[config.mk]
export PLATFORM = sky130hd
export DESIGN_NAME = typed_operand_stack
export DESIGN_NICKNAME = d
export VERILOG_FILES = /design/src/rtl/typed_operand_stack.sv
export SDC_FILE = /design/constraint.sdc
export NUM_CORES = 2
export LEC_CHECK = 0
export BUFFER_PORTS_ARGS = -buffer_cell sky130_fd_sc_hd__buf_2
export CAP_MARGIN = 20
export CORE_ASPECT_RATIO = 1.4
export CORE_MARGIN = 2
export CORE_UTILIZATION = 50
export DETAILED_ROUTE_END_ITERATION = 10
export PLACE_DENSITY = 0.66
export SLEW_MARGIN = 10
export SYNTH_ARGS = -nofsm -noshare
export SYNTH_HDL_FRONTEND = slang
export SYNTH_SLANG_ARGS = --single-unit
[constraint.sdc]
create_clock -name clk -period 12.9 [get_ports clk]
set_input_delay 2.58 -clock clk [delete_from_list [all_inputs] [get_ports clk]]
set_output_delay 2.58 -clock clk [all_outputs]
set_load 0.1 [all_outputs]
[src/rtl/typed_operand_stack.sv]
// ---------------------------------------------------------------------------
// typed_operand_stack : type-tagged wasm operand stack with a checked SELECT
// Revision 1.0 : initial release
// ---------------------------------------------------------------------------
`default_nettype none

module typed_operand_stack #(
   parameter int WIDTH = 64,
   parameter int DEPTH = 16,
   parameter bit TYPED = 1'b1
) (
   input  logic                     clk,
   input  logic                     reset,
   input  logic                     op_valid,
   input  logic [2:0]               op,
   output logic                     op_ready,
   input  logic [WIDTH-1:0]         push_data,
   input  logic [7:0]               push_type,
   output logic [WIDTH-1:0]         result,
   output logic [7:0]               result_type,
   output logic                     result_empty,
   output logic [$clog2(DEPTH):0]   count,
   output logic [3:0]               trap
);

   localparam int AW = $clog2(DEPTH);
   localparam int CW = AW + 1;

   localparam logic [2:0] c_OP_PUSH   = 3'd1;
   localparam logic [2:0] c_OP_POP    = 3'd2;
   localparam logic [2:0] c_OP_DROP   = 3'd3;
   localparam logic [2:0] c_OP_SELECT = 3'd4;
   localparam logic [2:0] c_OP_CLEAR  = 3'd5;

   localparam logic [3:0] c_TRAP_NONE            = 4'h0;
   localparam logic [3:0] c_TRAP_STACK_UNDERFLOW = 4'h1;
   localparam logic [3:0] c_TRAP_STACK_OVERFLOW  = 4'h2;
   localparam logic [3:0] c_TRAP_TYPES_MISMATCH  = 4'h3;

   localparam logic [7:0]    c_TYPE_I32 = 8'h7F;
   localparam logic [CW-1:0] c_FULL     = CW'(DEPTH);

   typedef enum logic [1:0] {
      S_IDLE      = 2'd0,
      S_SEL_CHECK = 2'd1,
      S_SEL_WRITE = 2'd2,
      S_HALT      = 2'd3
   } state_t;

   state_t          r_state, w_state_nxt;
   logic [CW-1:0]   r_count, w_count_nxt;
   logic [3:0]      r_trap, w_trap_nxt;

   logic [WIDTH-1:0] r_val [DEPTH];
   logic [7:0]       r_typ [DEPTH];

   // Operands captured at SELECT accept; only the low word of c is a condition.
   logic [WIDTH-1:0] r_a_val, r_b_val;
   logic [7:0]       r_a_typ, r_b_typ, r_c_typ;
   logic [31:0]      r_c_cond;

   logic             w_accept;
   logic             w_latch;
   logic             w_wr_en;
   logic [AW-1:0]    w_wr_idx;
   logic [WIDTH-1:0] w_wr_val;
   logic [7:0]       w_wr_typ;
   logic [AW-1:0]    w_idx_top, w_idx_b, w_idx_a;

   assign w_idx_top = r_count[AW-1:0] - AW'(1);
   assign w_idx_b   = r_count[AW-1:0] - AW'(2);
   assign w_idx_a   = r_count[AW-1:0] - AW'(3);

   assign op_ready     = (r_state == S_IDLE) && (r_trap == c_TRAP_NONE);
   assign w_accept     = op_valid && op_ready;
   assign count        = r_count;
   assign trap         = r_trap;
   assign result_empty = (r_count == '0);
   assign result       = result_empty ? '0 : r_val[w_idx_top];
   assign result_type  = result_empty ? 8'h00 : r_typ[w_idx_top];

   always_comb begin
      w_state_nxt = r_state;
      w_count_nxt = r_count;
      w_trap_nxt  = r_trap;
      w_latch     = 1'b0;
      w_wr_en     = 1'b0;
      w_wr_idx    = r_count[AW-1:0];
      w_wr_val    = push_data;
      w_wr_typ    = push_type;
      case (r_state)
         S_IDLE: begin
            if (w_accept) begin
               case (op)
                  c_OP_PUSH: begin
                     if (r_count == c_FULL) begin
                        w_trap_nxt  = c_TRAP_STACK_OVERFLOW;
                        w_state_nxt = S_HALT;
                     end else begin
                        w_wr_en     = 1'b1;
                        w_count_nxt = r_count + CW'(1);
                     end
                  end
                  c_OP_POP, c_OP_DROP: begin
                     if (r_count == '0) begin
                        w_trap_nxt  = c_TRAP_STACK_UNDERFLOW;
                        w_state_nxt = S_HALT;
                     end else begin
                        w_count_nxt = r_count - CW'(1);
                     end
                  end
                  c_OP_SELECT: begin
                     if (r_count < CW'(3)) begin
                        w_trap_nxt  = c_TRAP_STACK_UNDERFLOW;
                        w_state_nxt = S_HALT;
                     end else begin
                        w_latch     = 1'b1;
                        w_state_nxt = S_SEL_CHECK;
                     end
                  end
                  c_OP_CLEAR: w_count_nxt = '0;
                  default: ;
               endcase
            end
         end
         S_SEL_CHECK: begin
            if (TYPED && ((r_c_typ != c_TYPE_I32) || (r_a_typ != r_b_typ))) begin
               w_trap_nxt  = c_TRAP_TYPES_MISMATCH;
               w_state_nxt = S_HALT;
            end else begin
               w_state_nxt = S_SEL_WRITE;
            end
         end
         S_SEL_WRITE: begin
            // Three operands collapse into one result at the old a slot.
            w_wr_en     = 1'b1;
            w_wr_idx    = w_idx_a;
            w_wr_val    = (r_c_cond != 32'd0) ? r_a_val : r_b_val;
            w_wr_typ    = (r_c_cond != 32'd0) ? r_a_typ : r_b_typ;
            w_count_nxt = r_count - CW'(2);
            w_state_nxt = S_IDLE;
         end
         default: ;
      endcase
   end

   always_ff @(posedge clk or posedge reset) begin
      if (reset) begin
         r_state <= S_IDLE;
         r_count <= '0;
         r_trap  <= c_TRAP_NONE;
      end else begin
         r_state <= w_state_nxt;
         r_count <= w_count_nxt;
         r_trap  <= w_trap_nxt;
      end
   end

   always_ff @(posedge clk) begin
      if (w_wr_en) begin
         r_val[w_wr_idx] <= w_wr_val;
         r_typ[w_wr_idx] <= w_wr_typ;
      end
      if (w_latch) begin
         r_a_val  <= r_val[w_idx_a];
         r_a_typ  <= r_typ[w_idx_a];
         r_b_val  <= r_val[w_idx_b];
         r_b_typ  <= r_typ[w_idx_b];
         r_c_typ  <= r_typ[w_idx_top];
         r_c_cond <= r_val[w_idx_top][31:0];
      end
   end

endmodule

`default_nettype wire

---- Word-level counts from Yosys, hierarchy flattened ----
Memories as Yosys holds them, arrays and structs flattened. A register that Yosys moved wholly into a read port is not among the register bits.
Index checks and enable logic that the tools add are counted.
cells by class
  add/subtract/negate cells ............... 6
  magnitude comparators ................... 1
  equality and inequality tests ........... 19
  mux-type cells .......................... 36
  reduce and logical (&&, ||, !) cells .... 14
operators with widths
  operator                                               number
  two-way mux 64 bit                                     3
  nonzero test 32 bit                                    1
  two-way mux 4 bit                                      6
  two-way mux 8 bit                                      3
  two-way mux 5 bit                                      3
  inequality test 3 bit, second input constant           5
  case mux 5 bit (3 select lines)                        1
  case mux 2 bit (3 select lines)                        2
  case mux 4 bit (3 select lines)                        1
  two-way mux 1 bit                                      10
  case mux 5 bit (2 select lines)                        1
  AND reduction 5 bit                                    2
  two-way mux 2 bit                                      4
  inequality test 4 x 1 -> 1 bit, second input constant  2
  inequality test 8 x 7 -> 1 bit, second input constant  1
  inequality test 8 bit                                  1
  case mux 4 bit (2 select lines)                        1
  subtractor 4 x 2 -> 4 bit, second input constant       2
  AND reduction 7 bit                                    1
  equality test 3 x 2 -> 1 bit, second input constant    2
  equality test 3 bit, second input constant             2
  adder 5 x 1 -> 5 bit, second input constant            1
  equality test 5 bit, second input constant             1
  zero test 5 bit                                        1
  16 further kinds                                       19
storage, ports and cells
  register bits ........................... 51
  memory bits (writable) .................. 1,152
  input port bits ......................... 78
  output and inout port bits .............. 83
  logic and storage cells ................. 83
  memories ................................ 2
memory list
  name   depth  width  rd ports  clocked after memory_dff  wr ports  RTL line  source
  r_val  16     64     3         2                         1         54        logic [WIDTH-1:0] r_val [DEPTH];
  r_typ  16     8      3         2                         1         55        logic [7:0] r_typ [DEPTH];

---- Depth between registers and ports, before layout ----
  depth after elaboration ................. 7
  gate-level depth with buffers ........... 14
  gate-level depth less buffers ........... 7

---- Worst setup path before layout ----
OpenSTA, ideal clock, no wires.
  path kind ............................... input-to-reg
  start point ............................. input op[0]
  end point ............................... register r_a_typ[0], read port of r_typ (enable)
  library setup time ...................... 0.751 ns
  arrival ................................. 11.219 ns
  setup slack ............................. 0.930 ns
  cell stages on the path ................. 3
  path through ............................ nor3b_1 a21boi_0 nor2b_1
between the ends
  cells in the longest elaborated chain, start to end .. 4
ends and longest elaborated chain
  element              RTL line  source
  start: declaration   15        input logic [2:0] op,
  equality test 3 bit  94        case (op)
  two-way mux 1 bit    94
  two-way mux 1 bit    93        if (w_accept) begin
  two-way mux 1 bit    91        case (r_state)
  via w_latch          63        logic w_latch;
  end: declaration     59        logic [7:0] r_a_typ, r_b_typ, r_c_typ;
The timed path passes the listed nets, and every way through them passes these cells.
A chain may end at the register's enable or synchronous reset.

---- Worst setup path after layout ----
  start point ............................. register r_count[0] (netlist: count[0])
  end point ............................... output result[25]
between the ends
  cells in the longest elaborated chain, start to end .. 3
ends and longest elaborated chain
  element                    RTL line  source
  start: declaration         51        logic [CW-1:0] r_count, w_count_nxt;
  start signal: assignment   154       r_count <= w_count_nxt;
  subtractor 4 x 1 -> 4 bit  70        assign w_idx_top = r_count[AW-1:0] - AW'(1);
  memory read (16 x 64 bit)  n/a
  two-way mux 64 bit (*)     79        assign result = result_empty ? '0 : r_val[w_idx_top];
  end: declaration           19        output logic [WIDTH-1:0] result,
Mark *: on every way between the ends. The rest lies on a longest branch, timed or not.

==> impl_metrics.tcl <==
set metrics [dict create \
    p_leak_nw 23.4 \
    cts_setup_buffers 0 \
    grt_pass1_vias 39700 \
    cts_resized 0 \
    gr-usage-met3_pct 4.57 \
    setup_violations 0 \
    wirelength_mm 185 \
    cts_buffers 136 \
    core_area_sq_mm 0.136 \
    busiest_layer "met2" \
    grt_start_max_net_pins 142 \
    grt_pass1_wl_mm 270 \
    via_count 38700 \
    n_fill_cell 10100 \
    die-area_sq_mm 0.140 \
    yosysMostFrequentCell "edfxtp_1" \
    clock_sinks 1345 \
    syn_to_final_growth_pct 10.9 \
    use_met2_pct 43.6 \
    h-tree-depth 4 \
    min_path_type "reg2reg" \
    track_usage_pct 26.6 \
    tns_ps 0 \
    ys_async_sr_fraction_pct 0.669 \
    ys_seq_area_share_pct 58.8 \
    synth_top_area_share_pct 58.5 \
    overflow 0 \
    cts_tree "done" \
    clk_path_buf_depth 3 \
    seq_area_sq_mm 0.0404 \
    synth-seq-cells 1345 \
    cp-end-kind "output port" \
    via_per_inst 7.15 \
    avgSynthCellArea_sq_um 20.4 \
    cts.clk_slew.worst_paths_ps 60 \
    ys.flop_type "edfxtp_1" \
    use_met1_pct 36.5 \
    crit_arrival_ps 5950 \
    yosys_warnings 0 \
    drive_above_1_share_pct 40.7 \
    crit_required_ps 10320 \
    crit_type "reg2out" \
    antenna_left 0 \
    synth_area_leaders "edfxtp_1, mux4_2, mux2i_1" \
    hold_viol 0 \
    period_share_pct 66.1 \
    ios 161 \
    syn_inst 3367 \
    netlist_top_cells_count "edfxtp_1, mux4_2, mux2i_1, a21oi_1, buf_2" \
    die_h_um 442 \
    gp_congestion 0.808 \
    maxSlewHeadroom_pct 23.8 \
    multiInputGateArea_sq_mm 0.0270 \
    wl_per_cell_um 34.3 \
    cts_hold_buffers 0 \
    dpl.hpwl_mm 99.5 \
    power-per-cell-area_mw_per_mm2 279 \
    start_util_pct 50.5 \
    io_buffers 158 \
    synth_edf_count 1336 \
    dr.first_iter.drc_count 4979 \
    final_core_util_pct 55.9 \
    dr.pass1.iters 5 \
    fin_nets 3604 \
    die_x_um 317 \
    clock_skew_ps 22.2 \
    rows 160 \
    rsz0062_at_grt "no" \
    start_kind "flip-flop" \
    yosysTopAreaCell "edfxtp_1" \
    cp_max_fo 54 \
    fin_crit_ps 8530 \
    yosysUniqueCellTypes 54 \
    tightest_slew_ps 1140 \
    timing.fmax_ghz 0.117 \
    clockRootBuffer "clkbuf_16" \
    drcViolationCount 0 \
    fin_hold_ws_ps 587 \
    clock_latency_ps 780 \
    drv_cap 0 \
    peakVddDrop_uv 529 \
    status "finished clean" \
    syn-cell-area_sq_mm 0.0686 \
    slew_viol_final 0 \
    antenna_found_initial 4 \
]
==> registers in the layout, indices dropped and copies added (netlist names) <==
name	cells
r_state	2
r_a_val	64
r_b_typ	8
r_val	1024
r_typ	128
r_a_typ	8
r_c_typ	8
trap	2
r_b_val	64
count	5
r_c_cond	32
==> critical path, stage by stage, from the launching register on <==
cell     delay [ps]
dfrtp_4         800
buf_4           680
buf_4           810
buf_4           860
mux2i_1         220
mux4_2          510
a21oi_1         270
nor2b_1         400
buf_2           510
==> cells by family (layout without fill, tap and decap cells) <==
group | count (synthesis) | count (layout) | share of synthesized area (%)
flip-flops | 1345 | 1345 | 58.8
AO/OA/AOI/OAI | 246 | 246 | 2.14
buffers and inverters | 300 | 552 | 2.11
adder cells (fa/ha/maj) | 14 | 14 | 0.266
other | 1 | 4 | 0.00547
XOR/XNOR | 17 | 17 | 0.228
AND/OR/NAND/NOR | 287 | 287 | 2.25
multiplexers | 1157 | 1157 | 34.2
==> path summary, 6_finish.rpt <==
path / startpoint / to / slack (ps) / depth (start not counted)
min reg2reg: trap[1] / trap[1] / 590 / 1
min: trap[1] / trap[1] / 590 / 1
min in group asynchronous: reset / trap[0] / 1810 / 2
max in group asynchronous: reset / count[0] / 10720 / 2
max reg2reg: count[0] / r_a_val[17] / 7660 / 6
max: count[0] / result[25] / 4370 / 8
==> power by group <==
group	switching, mW	internal (mW)
Combinational	7.27	4.79
Clock	1.72	2.29
Sequential	0.0915	5.08
==> metal layers <==
| metal | wire length, um | up-vias |
|---|---|---|
| met5 | 0 | - |
| met4 | 6170 | 0 |
| met3 | 16700 | 387 |
| met2 | 93400 | 2399 |
| met1 | 68900 | 20800 |
| li1 | - | 15100 |
==> area by class of cell <==
class / instances / area share, %
clock inverter: 79 / 1.24
multi-input combinational: 1723 / 35.6
sequential: 1345 / 53.1
timing repair buffer: 297 / 2.50
clock buffer: 167 / 4.66
antenna: 2 / 0.00658
tap: 1782 / 2.93
inverter: 9 / 0.0444
==> placed cells by master (no fill, tap or decap), drive strengths merged, types with 4 or more instances in the layout <==
cell	Yosys	routed
a211oi	66	66
o21ai	8	8
inv	9	16
clkinvlp	0	4
mux4	948	948
nor2b	109	109
xnor2	13	13
nand4	6	6
xor2	4	4
ha	13	13
a21oi	150	150
dfrtp	9	9
clkbuf	118	170
clkinv	0	52
bufinv	0	16
a31oi	4	4
and2	33	33
mux2i	206	206
nor4	9	9
nor2	102	102
edfxtp	1336	1336
nand2	7	7
buf	173	294
==> per-stage QoR <==
step	setup WS [ps]	area, sq um	power (mW)	instances
6_report	4370	76100	21.2	5404
5_1_grt	3860	76100	22.1	5403
4_1_cts	4200	75700	21.4	5356
3_5_place_dp	5040	71200	17.4	5110
3_3_place_gp	5140	71200	17.2	5109
2_1_floorplan	930	68600	15.0	3368
Power figures use the tool's default switching activity.
